### config.mk
export PLATFORM = sky130hd
export DESIGN_NAME = pebbles_stream_arbiter
export DESIGN_NICKNAME = d
export VERILOG_FILES = /design/src/rtl/pebbles_stream_arbiter.sv
export SDC_FILE = /design/constraint.sdc
export NUM_CORES = 1
export LEC_CHECK = 0
export CAP_MARGIN = 20
export CORE_ASPECT_RATIO = 0.6
export CORE_MARGIN = 3
export CORE_UTILIZATION = 45
export DETAILED_ROUTE_END_ITERATION = 8
export GPL_ROUTABILITY_DRIVEN = 0
export HOLD_SLACK_MARGIN = 0.15
export PLACE_DENSITY = 0.76
export SLEW_MARGIN = 10
export SYNTH_ARGS = -nofsm -noshare
export SYNTH_HDL_FRONTEND = slang
export SYNTH_SLANG_ARGS = --single-unit
### constraint.sdc
create_clock -name clock -period 2 [get_ports clock]
set_clock_uncertainty 0.1 [all_clocks]
set_input_delay 0.2 -clock clock [delete_from_list [all_inputs] [get_ports clock]]
set_output_delay 0.2 -clock clock [all_outputs]
set_load 0.1 [all_outputs]
### src/rtl/pebbles_stream_arbiter.sv
// pebbles_stream_arbiter: round-robin merge of NUM_IN byte streams onto one
// console stream. A grant lasts for a whole message: it ends on EOL_BYTE,
// after MAX_BURST payload bytes, or after IDLE_TIMEOUT idle cycles. When
// TAG_EN is set, each grant starts with a tag byte 8'h80|index. The output
// is a single register slot, so a new byte can load while the sink takes the
// old one.
module pebbles_stream_arbiter #(
   parameter int         NUM_IN       = 4,
   parameter int         MAX_BURST    = 64,
   parameter int         IDLE_TIMEOUT = 255,
   parameter bit         TAG_EN       = 1'b1,
   parameter logic [7:0] EOL_BYTE     = 8'h0A
) (
   input  logic                clock,
   input  logic                reset,
   input  logic [NUM_IN-1:0]   in_canPeek,
   input  logic [8*NUM_IN-1:0] in_peek,
   output logic [NUM_IN-1:0]   in_consume_en,
   input  logic                out_consume_en,
   output logic                out_canPeek,
   output logic [7:0]          out_peek
);

   localparam int IDX_W = (NUM_IN > 1) ? $clog2(NUM_IN) : 1;

   typedef enum logic [1:0] {
      S_IDLE,
      S_TAG,
      S_STREAM
   } state_t;

   state_t           state_q, state_d;
   logic [IDX_W-1:0] grant_q, grant_d;
   logic [IDX_W-1:0] last_q, last_d;
   logic [7:0]       burst_cnt_q, burst_cnt_d;
   logic [7:0]       idle_cnt_q, idle_cnt_d;
   logic             ovalid_q, ovalid_d;
   logic [7:0]       odata_q, odata_d;

   logic             load_ok;
   logic [7:0]       grant_byte;
   logic [8:0]       burst_inc;
   logic [8:0]       idle_inc;
   logic [IDX_W-1:0] rr_pick;
   logic [IDX_W-1:0] rr_cand;
   logic             rr_found;

   assign load_ok     = ~ovalid_q | out_consume_en;
   assign grant_byte  = in_peek[{grant_q, 3'b000} +: 8];
   assign burst_inc   = {1'b0, burst_cnt_q} + 9'd1;
   assign idle_inc    = {1'b0, idle_cnt_q} + 9'd1;
   assign out_canPeek = ovalid_q;
   assign out_peek    = odata_q;

   // Round-robin pick: first requester scanning last+1, last+2, ... (wrapping),
   // so the most recently released source has the lowest priority.
   always_comb begin
      rr_pick  = last_q;
      rr_cand  = last_q;
      rr_found = 1'b0;
      for (int i = 0; i < NUM_IN; i++) begin
         rr_cand = (rr_cand == IDX_W'(NUM_IN - 1)) ? '0 : rr_cand + IDX_W'(1);
         if (!rr_found && in_canPeek[rr_cand]) begin
            rr_found = 1'b1;
            rr_pick  = rr_cand;
         end
      end
   end

   // Next-state, output-register and consume logic for the grant FSM.
   always_comb begin
      // NOTE: every signal driven here gets a default first, so no path can
      // leave one unassigned and infer a latch.
      state_d       = state_q;
      grant_d       = grant_q;
      last_d        = last_q;
      burst_cnt_d   = burst_cnt_q;
      idle_cnt_d    = idle_cnt_q;
      ovalid_d      = ovalid_q & ~out_consume_en;
      odata_d       = odata_q;
      in_consume_en = '0;

      unique case (state_q)
         S_IDLE: begin
            // One-cycle arbitration bubble: nothing moves from the inputs here.
            if (|in_canPeek) begin
               grant_d     = rr_pick;
               state_d     = TAG_EN ? S_TAG : S_STREAM;
               burst_cnt_d = '0;
               idle_cnt_d  = '0;
            end
         end
         S_TAG: begin
            if (load_ok) begin
               odata_d  = 8'h80 | 8'(grant_q);
               ovalid_d = 1'b1;
               state_d  = S_STREAM;
            end
         end
         S_STREAM: begin
            if (load_ok && in_canPeek[grant_q]) begin
               // The consume pulse is suppressed during reset: the transfer
               // would be discarded by the reset, so the byte must stay put.
               in_consume_en[grant_q] = ~reset;
               odata_d     = grant_byte;
               ovalid_d    = 1'b1;
               burst_cnt_d = burst_inc[7:0];
               idle_cnt_d  = '0;
               if (grant_byte == EOL_BYTE || burst_inc == 9'(MAX_BURST)) begin
                  last_d  = grant_q;
                  state_d = S_IDLE;
               end
            end else if (!in_canPeek[grant_q]) begin
               // Only a silent source counts as idle; sink backpressure does not.
               idle_cnt_d = idle_inc[7:0];
               if (idle_inc == 9'(IDLE_TIMEOUT)) begin
                  last_d  = grant_q;
                  state_d = S_IDLE;
               end
            end
         end
         default: state_d = S_IDLE;
      endcase
   end

   // State and datapath registers with synchronous reset.
   always_ff @(posedge clock) begin
      // NOTE: sequential state uses non-blocking assignments so every flop
      // samples the values from before this edge.
      if (reset) begin
         state_q     <= S_IDLE;
         grant_q     <= '0;
         last_q      <= IDX_W'(NUM_IN - 1);
         burst_cnt_q <= '0;
         idle_cnt_q  <= '0;
         ovalid_q    <= 1'b0;
         odata_q     <= 8'h00;
      end else begin
         state_q     <= state_d;
         grant_q     <= grant_d;
         last_q      <= last_d;
         burst_cnt_q <= burst_cnt_d;
         idle_cnt_q  <= idle_cnt_d;
         ovalid_q    <= ovalid_d;
         odata_q     <= odata_d;
      end
   end

endmodule

-- After elaboration in Yosys (flattened, before gate mapping)
Cells that the tools add are included.
- register bits after elaboration: 31
- bits of input ports: 39
- shifts and indexed selects: 1
- bitwise gates (word level): 6
- reduce and logical (&&, ||, !) cells: 20
- multiplexer cells: 48
- add/sub/neg operators: 6
- order comparisons: 6
- eq/ne operators: 17
- operator list (operator ; count):
    $mux 8 ; 6
    $pmux 8 s2 ; 3
    $mux 2 ; 18
    $shiftx 32x6->8 ; 1
    $add 8x1->9 const B ; 2
    $lt 2x3->1 const B ; 5
    $mux 1 ; 11
    $bmux 1 s2 ; 5
    $eq 2x2->1 const B ; 5
    $eq 9x7->1 const B ; 1
    $eq 9x8->1 const B ; 1
    $ne 3x3->1 const B ; 3
    $reduce_and 3->1 ; 3
    $add 2x1->2 const B ; 4
    $eq 8x4->1 const B ; 1
    $mux 4 ; 2
    $ne 2x2->1 const B ; 3
    $pmux 2 s3 ; 1
    $reduce_bool 2->1 ; 3
    $logic_and 1x1->1 ; 5
    $reduce_and 5->1 ; 1
    $and 4x4->4 ; 1
    $ne 2x1->1 const B ; 2
    $reduce_and 4->1 ; 1
    other kinds (12) ; 16

-- Depth between registers and ports, before layout
Gate-level depths: netlist of run 1.
- word-level depth: 14
- mapped depth: 9

-- Worst setup path before layout of run 1
Ideal clock, no wire load.
- path kind: flip-flop to output port
- start point: register state_q[0]
- end point: output in_consume_en[1]
- path buffers: 2
- path slack: -897 ps
- cell stages (with the launch flop): 7
- arrival time: 2597 ps
- required time: 1700 ps
- cell sequence: dfxtp_1 -> inv_1 -> ha_1 -> clkbuf_1 -> clkbuf_1 -> nand4b_1 -> nor2_1
- cells in the longest elaborated chain, start to end: 2
- ends and longest elaborated chain (element ; line ; text):
    start, declared ; 32 ; state_t state_q, state_d;
    start signal, assigned ; 139 ; state_q <= state_d;
    $eq 2x2->1 ; 83 ; unique case (state_q)
    $mux 4 ; 83 ;
    end, declared ; 18 ; output logic [NUM_IN-1:0] in_consume_en,
Every way passes these cells.

-- Worst setup path in the final report of run 1
- start point: register grant_q[1]
- end point: register state_q[0]
- cells in the longest elaborated chain, start to end: 5
- elaborated cells between the ends (all ways): 12
- those cells by class: 4 x eq/ne; 1 x shift; 4 x mux; 3 x reduce/logical
- ends and longest elaborated chain (element ; line ; text):
    start, declared ; 33 ; logic [IDX_W-1:0] grant_q, grant_d;
    start signal, assigned ; 140 ; grant_q <= grant_d;
    $shiftx 32x6->8 or $bmux 1 s2 (tied branches) ; 49, 101, 113 ;
    $eq 8x4->1 or $mux 1 (tied branches) ; 109, 101, 113 ;
    $logic_or 1x1->1 or $logic_and 1x1->1 (tied branches) ; 109, 101 ;
    $ne 3x3->1 (no source line) or $mux 2 (tied branches) ; -- ;
    $reduce_and 5->1 (no source line) or $pmux 2 s3 (tied branches) ; -- ;
Parallel ways exist; a longest one is shown, timed or not. The select of a mux whose other input is x is not followed.
A chain may end at the register's enable or synchronous reset.

==> results of run 1 <==
path summary, 6_finish.rpt:
check / start / depth (start not counted) / to / slack [ns]
max reg2reg: grant_q[1]$_SDFFE_PP0P_ / 7 / state_q[0]$_SDFFE_PP0P_ / -0.25
min: in_canPeek[0] / 4 / grant_q[1]$_SDFFE_PP0P_ / 0.31
max: grant_q[1]$_SDFFE_PP0P_ / 7 / state_q[0]$_SDFFE_PP0P_ / -0.25
min reg2reg: burst_cnt_q[7]$_SDFFE_PP0P_ / 2 / burst_cnt_q[7]$_SDFFE_PP0P_ / 0.40
power breakdown:
part	leakage [nW]	switching (mW)	internal [mW]
combinational	1.08	1.28	1.07
clock	0.0383	0.227	0.239
sequential	0.254	0.0841	0.712
sequential cells by signal (all words and copies together), names as in the netlist:
register	flops
state_q	2
out_canPeek	1
last_q	2
idle_cnt_q	8
out_peek	8
grant_q	2
burst_cnt_q	8
logic make-up (layout without fill, tap and decap cells):
family	Yosys count	count (layout)	synth area share [%]
multiplexers	17	17	13.10
adder cells (fa/ha/maj)	8	8	4.556
AO/OA/AOI/OAI	70	70	18.85
XOR/XNOR	1	1	0.3987
flip-flops	31	31	28.25
AND/OR/NAND/NOR	119	119	29.39
buffers and inverters	25	117	5.467
cell usage after synthesis, types with 2 or more instances:
library cell,number
nor3_1,5
a31oi_1,7
nand4b_1,2
mux4_2,9
or3_1,6
a211oi_1,3
a21oi_1,28
clkbuf_1,11
nand3_1,5
nand3b_1,3
and2_1,8
nor4b_1,2
nor2b_1,12
buf_2,3
nand2_1,17
nand4_1,3
mux2i_1,7
a311oi_1,4
ha_1,8
nand2b_1,9
inv_1,8
o21ai_0,19
and3_1,4
dfxtp_1,31
buf_6,3
nor2_1,34
metrics by stage:
| step | setup WS, ns | setup TNS (ns) |
|---|---|---|
| finish | -0.2541 | -2.188 |
| global route | -0.3563 | -3.844 |
| CTS | -0.2425 | -1.483 |
| detailed placement | -0.4020 | -7.865 |
| global placement | -0.3383 | -6.876 |
| floorplan | -0.08898 | -0.5409 |
layer usage:
| layer | vias to the layer above | global-route usage (%) |
|---|---|---|
| met3 | 12 | 5.786 |
| met2 | 85 | 33.76 |
| met4 | 0 | 8.502 |
| li1 | 1170 | - |
| met5 | - | 0 |
| met1 | 1161 | 31.11 |
layout by cell type (no fill, tap or decap), types with 3 or more instances in the layout:
master | synthesis | routed
and3_1 | 4 | 4
nand3_1 | 5 | 5
o21ai_1 | 0 | 4
a311oi_1 | 4 | 3
a21oi_2 | 0 | 6
nand2_1 | 17 | 14
mux2i_1 | 7 | 6
clkdlybuf4s50_1 | 0 | 36
a21oi_1 | 28 | 21
nand4_1 | 3 | 3
nor2_4 | 0 | 6
a31oi_1 | 7 | 4
nand2b_1 | 9 | 8
dfxtp_4 | 0 | 3
ha_1 | 8 | 6
o21ai_2 | 0 | 6
buf_12 | 0 | 6
nor2_1 | 34 | 28
and2_1 | 8 | 6
nor2b_1 | 12 | 10
dfxtp_1 | 31 | 27
buf_4 | 0 | 46
nand3b_1 | 3 | 3
a211oi_1 | 3 | 3
mux4_2 | 9 | 9
clkbuf_8 | 0 | 5
buf_6 | 3 | 11
o21ai_0 | 19 | 7
or3_1 | 6 | 5
inv_1 | 8 | 8
final cells by class:
class,instances,area [sq um]
multi-input cells,215,1759
inverters,8,30.03
flip-flops and latches,31,633.1
repair buffers,102,989.7
well taps,63,78.83
fillers,304,1069
clock buffers,7,76.32
what timing repair did:
| item | CTS | global route |
|---|---|---|
| endpoints found under the setup margin | 29 | 28 |
| buffers inserted | 8 | 6 |
| resized for setup | 30 | 53 |
| pin swaps | 16 | 26 |
critical path: cells and delay by family, from the launching register on:
kind | cells | cell delay, ns
and+or+nand+nor | 2 | 0.74
muxes | 2 | 0.44
AOI/OAI and AO/OA | 2 | 0.38
DFF | 1 | 0.37
buffers and inverters | 1 | 0.12
==> results_dict.tcl, run 1 <==
set metrics [dict create \
    status "finished, violations left" \
    violations "negative setup slack" \
    required_ns 2.06 \
    syn_avg_cell_area_sq_um 8.107 \
    fp.dieW_um 96.21 \
    worstPathArrival_ns 2.32 \
    grt_pass1_wl_mm 10.07 \
    root_buffer "clkbuf_8" \
    finalWorstPathRequiredPeriod_ns 2.254 \
    top_layer "met4" \
    hold_class "in -> reg" \
    antennaDiodeCount 0 \
    clock-sinks 31 \
    drtIter0Drc 115 \
    synth_top_area_cell "dfxtp_1" \
    dr_wl_met3_um 514 \
    layout_setup_ws_ns -0.2541 \
    drive_above_1_share_pct 36.64 \
    fmax_mhz 443.6 \
    path_cells "mux2_4, and3_4, buf_6, or4_4, o31ai_4, a31oi_4, mux2i_1" \
    vias_per_cell 5.700 \
    drt_first_pass_iters 4 \
    fin_nets 410 \
    die_y_um 60.13 \
    design.core.area_sq_um 4636 \
    cts_hold_buffers 0 \
    yosysSeqAreaShare_pct 28.25 \
    slowest_delay_ns 0.56 \
    portBuffers 51 \
    cts_tree "done" \
    hold_slack_ns 0.3058 \
    grt_max_degree 22 \
    cp_slowest_cell "or4_4" \
    slew-limit-headroom_pct 73.71 \
    drv_cap 0 \
    async_flop_share_pct 0 \
    clk_pin_slew_ns 0.06 \
    first_global_vias 2178 \
    met1_length_mm 3.009 \
    stdcell_count 426 \
    synth_edf_count 0 \
    drv_slew 0 \
    fin_util_pct 76.95 \
    start_util_pct 47.40 \
    netlist_top_cells_area "dfxtp_1, mux4_2, a21oi_1" \
    ys_ff_latch 31 \
    cts_buffer_depth 2 \
    synth_area_sq_um 2197 \
    wl_per_cell_um 16.09 \
    worstSkewPairLatency_ns 0.28 \
    crit_type "reg -> reg" \
    dp_hpwl_mm 4.589 \
    synthToLayoutAreaGrowth_pct 62.36 \
    wl_met2_mm 3.240 \
    overflow 0 \
    ant_nets 0 \
    fin_crit_sh_pct 112.7 \
    final_area_sq_um 3567 \
    power_density_nw_per_um2 1013 \
    p_leak_nw 1.373 \
    setup_violations 21 \
    rsz0062_at_grt "true" \
    synth_warnings 0 \
    yosysUniqueCellTypes 46 \
    routed-via-count 2428 \
    synthFlopType "dfxtp_1" \
    antenna_found_initial 0 \
    cp-end-kind "flip-flop" \
    netlist.area_leader.share_pct 28.25 \
    peakVddDrop_uv 445.3 \
    cts_buffers 5 \
    placed_cells 405 \
    pin_count 52 \
    worstPathMaxFanout 3 \
    p_total_mw 3.614 \
    grtUsageTotal_pct 22.55 \
    rows 19 \
    worst_pin_slew_ns 0.3943 \
    hold_violations 0 \
    startpoint_type "flip-flop" \
    post_dp_cell_area_sq_um 3055 \
    synthCells 271 \
    synth_fp_nets 318 \
    cts_max_level 2 \
    totalWireLength_mm 6.855 \
    dieArea_sq_um 5784 \
    drc 0 \
]
No activity file was read; power rests on OpenSTA's default activity.
==> run 2, diff against run 1 <==
--- a/config.mk
+++ b/config.mk
@@ -8,11 +8,12 @@
 export CAP_MARGIN = 20
 export CORE_ASPECT_RATIO = 0.6
 export CORE_MARGIN = 3
-export CORE_UTILIZATION = 45
+export CORE_UTILIZATION = 50
 export DETAILED_ROUTE_END_ITERATION = 8
+export DONT_BUFFER_PORTS = 1
 export GPL_ROUTABILITY_DRIVEN = 0
 export HOLD_SLACK_MARGIN = 0.15
-export PLACE_DENSITY = 0.76
+export PLACE_DENSITY = 0.68
 export SLEW_MARGIN = 10
 export SYNTH_ARGS = -nofsm -noshare
 export SYNTH_HDL_FRONTEND = slang
==> results_dict.tcl, run 2 (synthesis results as in run 1) <==
set metrics [dict create \
    fp.dieW_um 91.58 \
    die_y_um 57.35 \
    worstPathMaxFanout 3 \
    hold_violations 0 \
    p_leak_nw 1.243 \
    synthToLayoutAreaGrowth_pct 52.11 \
    grt_max_degree 36 \
    cts_buffer_depth 2 \
    antenna_found_initial 0 \
    cts_buffers 5 \
    root_buffer "clkbuf_8" \
    cts_tree "done" \
    fin_setup_tns_ns -3.076 \
    layout_setup_ws_ns -0.2806 \
    routed-via-count 2407 \
    setup_violations 25 \
    rsz0062_at_grt "true" \
    portBuffers 0 \
    grt_pass1_wl_mm 10.94 \
    peakVddDrop_uv 721.0 \
    fin_crit_sh_pct 114.0 \
    fmax_mhz 438.5 \
    clock-sinks 31 \
    critPathTopFamily "simple AND/OR/NAND/NOR gates" \
    path_cells "buf_6, mux2i_4, nor3_4, buf_6, or4_4, o31ai_2, a31oi_1, mux2i_1" \
    slowest_delay_ns 0.54 \
    stdcell_count 387 \
    vias_per_cell 6.220 \
    finalWorstPathRequiredPeriod_ns 2.281 \
    fin_nets 376 \
    ant_nets 0 \
    clk_pin_slew_ns 0.06 \
    drv_slew 0 \
    cp_slowest_cell "or4_4" \
    hold_class "in -> reg" \
    slew-limit-headroom_pct 64.58 \
    required_ns 2.07 \
    grtUsageTotal_pct 26.32 \
    wl_per_cell_um 19.79 \
    drtIter0Drc 179 \
    drt_first_pass_iters 7 \
    design.core.area_sq_um 3935 \
    violations "negative setup slack" \
    power_density_nw_per_um2 1148 \
    first_global_vias 2137 \
    worstPathArrival_ns 2.35 \
    placed_cells 360 \
    drv_cap 0 \
    antennaDiodeCount 0 \
    worst_pin_slew_ns 0.5265 \
    overflow 0 \
    p_total_mw 3.837 \
    drc 0 \
    cp-end-kind "flip-flop" \
    drive_above_1_share_pct 44.85 \
    cpMostUsedCell "buf_6" \
    dp_hpwl_mm 4.348 \
    worstSkewPairLatency_ns 0.29 \
    rows 17 \
    fin_util_pct 84.93 \
    final_cell_mix "buf_4, nor2_1, dfxtp_1" \
    start_util_pct 55.83 \
    crit_buf_inv 2 \
    totalWireLength_mm 7.657 \
    cts_max_level 2 \
    startpoint_type "flip-flop" \
    pin_count 52 \
    status "finished, violations left" \
    dieArea_sq_um 5252 \
    layout_commonest_cell "buf_4" \
    crit_type "reg -> reg" \
]
[run 2: cell type report]
type	count	area [sq um]
multi-input cells	215	1841
clock buffers	7	76.32
clock inverters	1	5.005
flip-flops and latches	31	631.9
inverters	8	30.03
well taps	57	71.32
fillers	202	593.1
repair buffers	68	686.9
[run 2: routing by layer]
metal	vias to the layer above	GRT usage, %	wire [um]
met1	1161	36.17	3151
met2	113	41.33	3717
met5	-	0	0
met4	0	7.511	187
met3	24	6.588	600
li1	1109	-	-
[run 2: path summary, 6_finish.rpt]
kind	from	end	slack [ns]	cells past startpoint
setup / recovery	grant_q[1]$_SDFFE_PP0P_	state_q[1]$_SDFFE_PP0P_	-0.28	8
hold / removal	in_canPeek[2]	grant_q[1]$_SDFFE_PP0P_	0.18	3
setup reg to reg	grant_q[1]$_SDFFE_PP0P_	state_q[1]$_SDFFE_PP0P_	-0.28	8
hold reg to reg	idle_cnt_q[7]$_SDFFE_PP0P_	idle_cnt_q[7]$_SDFFE_PP0P_	0.39	2
[run 2: where the power goes]
| part | internal (mW) | total (mW) | switching, mW |
|---|---|---|---|
| Clock | 0.244 | 0.485 | 0.241 |
| Combinational | 1.15 | 2.58 | 1.43 |
| Sequential | 0.709 | 0.773 | 0.0643 |
| Total | 2.10 | 3.84 | 1.74 |
[run 2: tightest hold or removal path, stage by stage]
cell and delay (ns):
a21boi_0 0.11, o22ai_1 0.12, a311oi_1 0.10
[run 2: timing repair]
item                                    4_1_cts  5_1_grt
hold endpoints to repair                     31        0
endpoints found under the setup margin       25       33
hold buffers                                  7        0
pin swaps                                    25       40
gates resized for setup                      29       78
cloned                                        0        1
setup buffers                                10        5
[run 2: through the flow]
step                      area [sq um]  setup slack (ns)  hold slack (ns)
after floorplan                   2266          -0.08898           0.3167
after global placement            2648           -0.1758           0.1671
after detailed placement          2648           -0.2792           0.1684
after CTS                         2984           -0.1902           0.1775
after global routing              3342           -0.3664           0.2090
final                             3342           -0.2806           0.1806
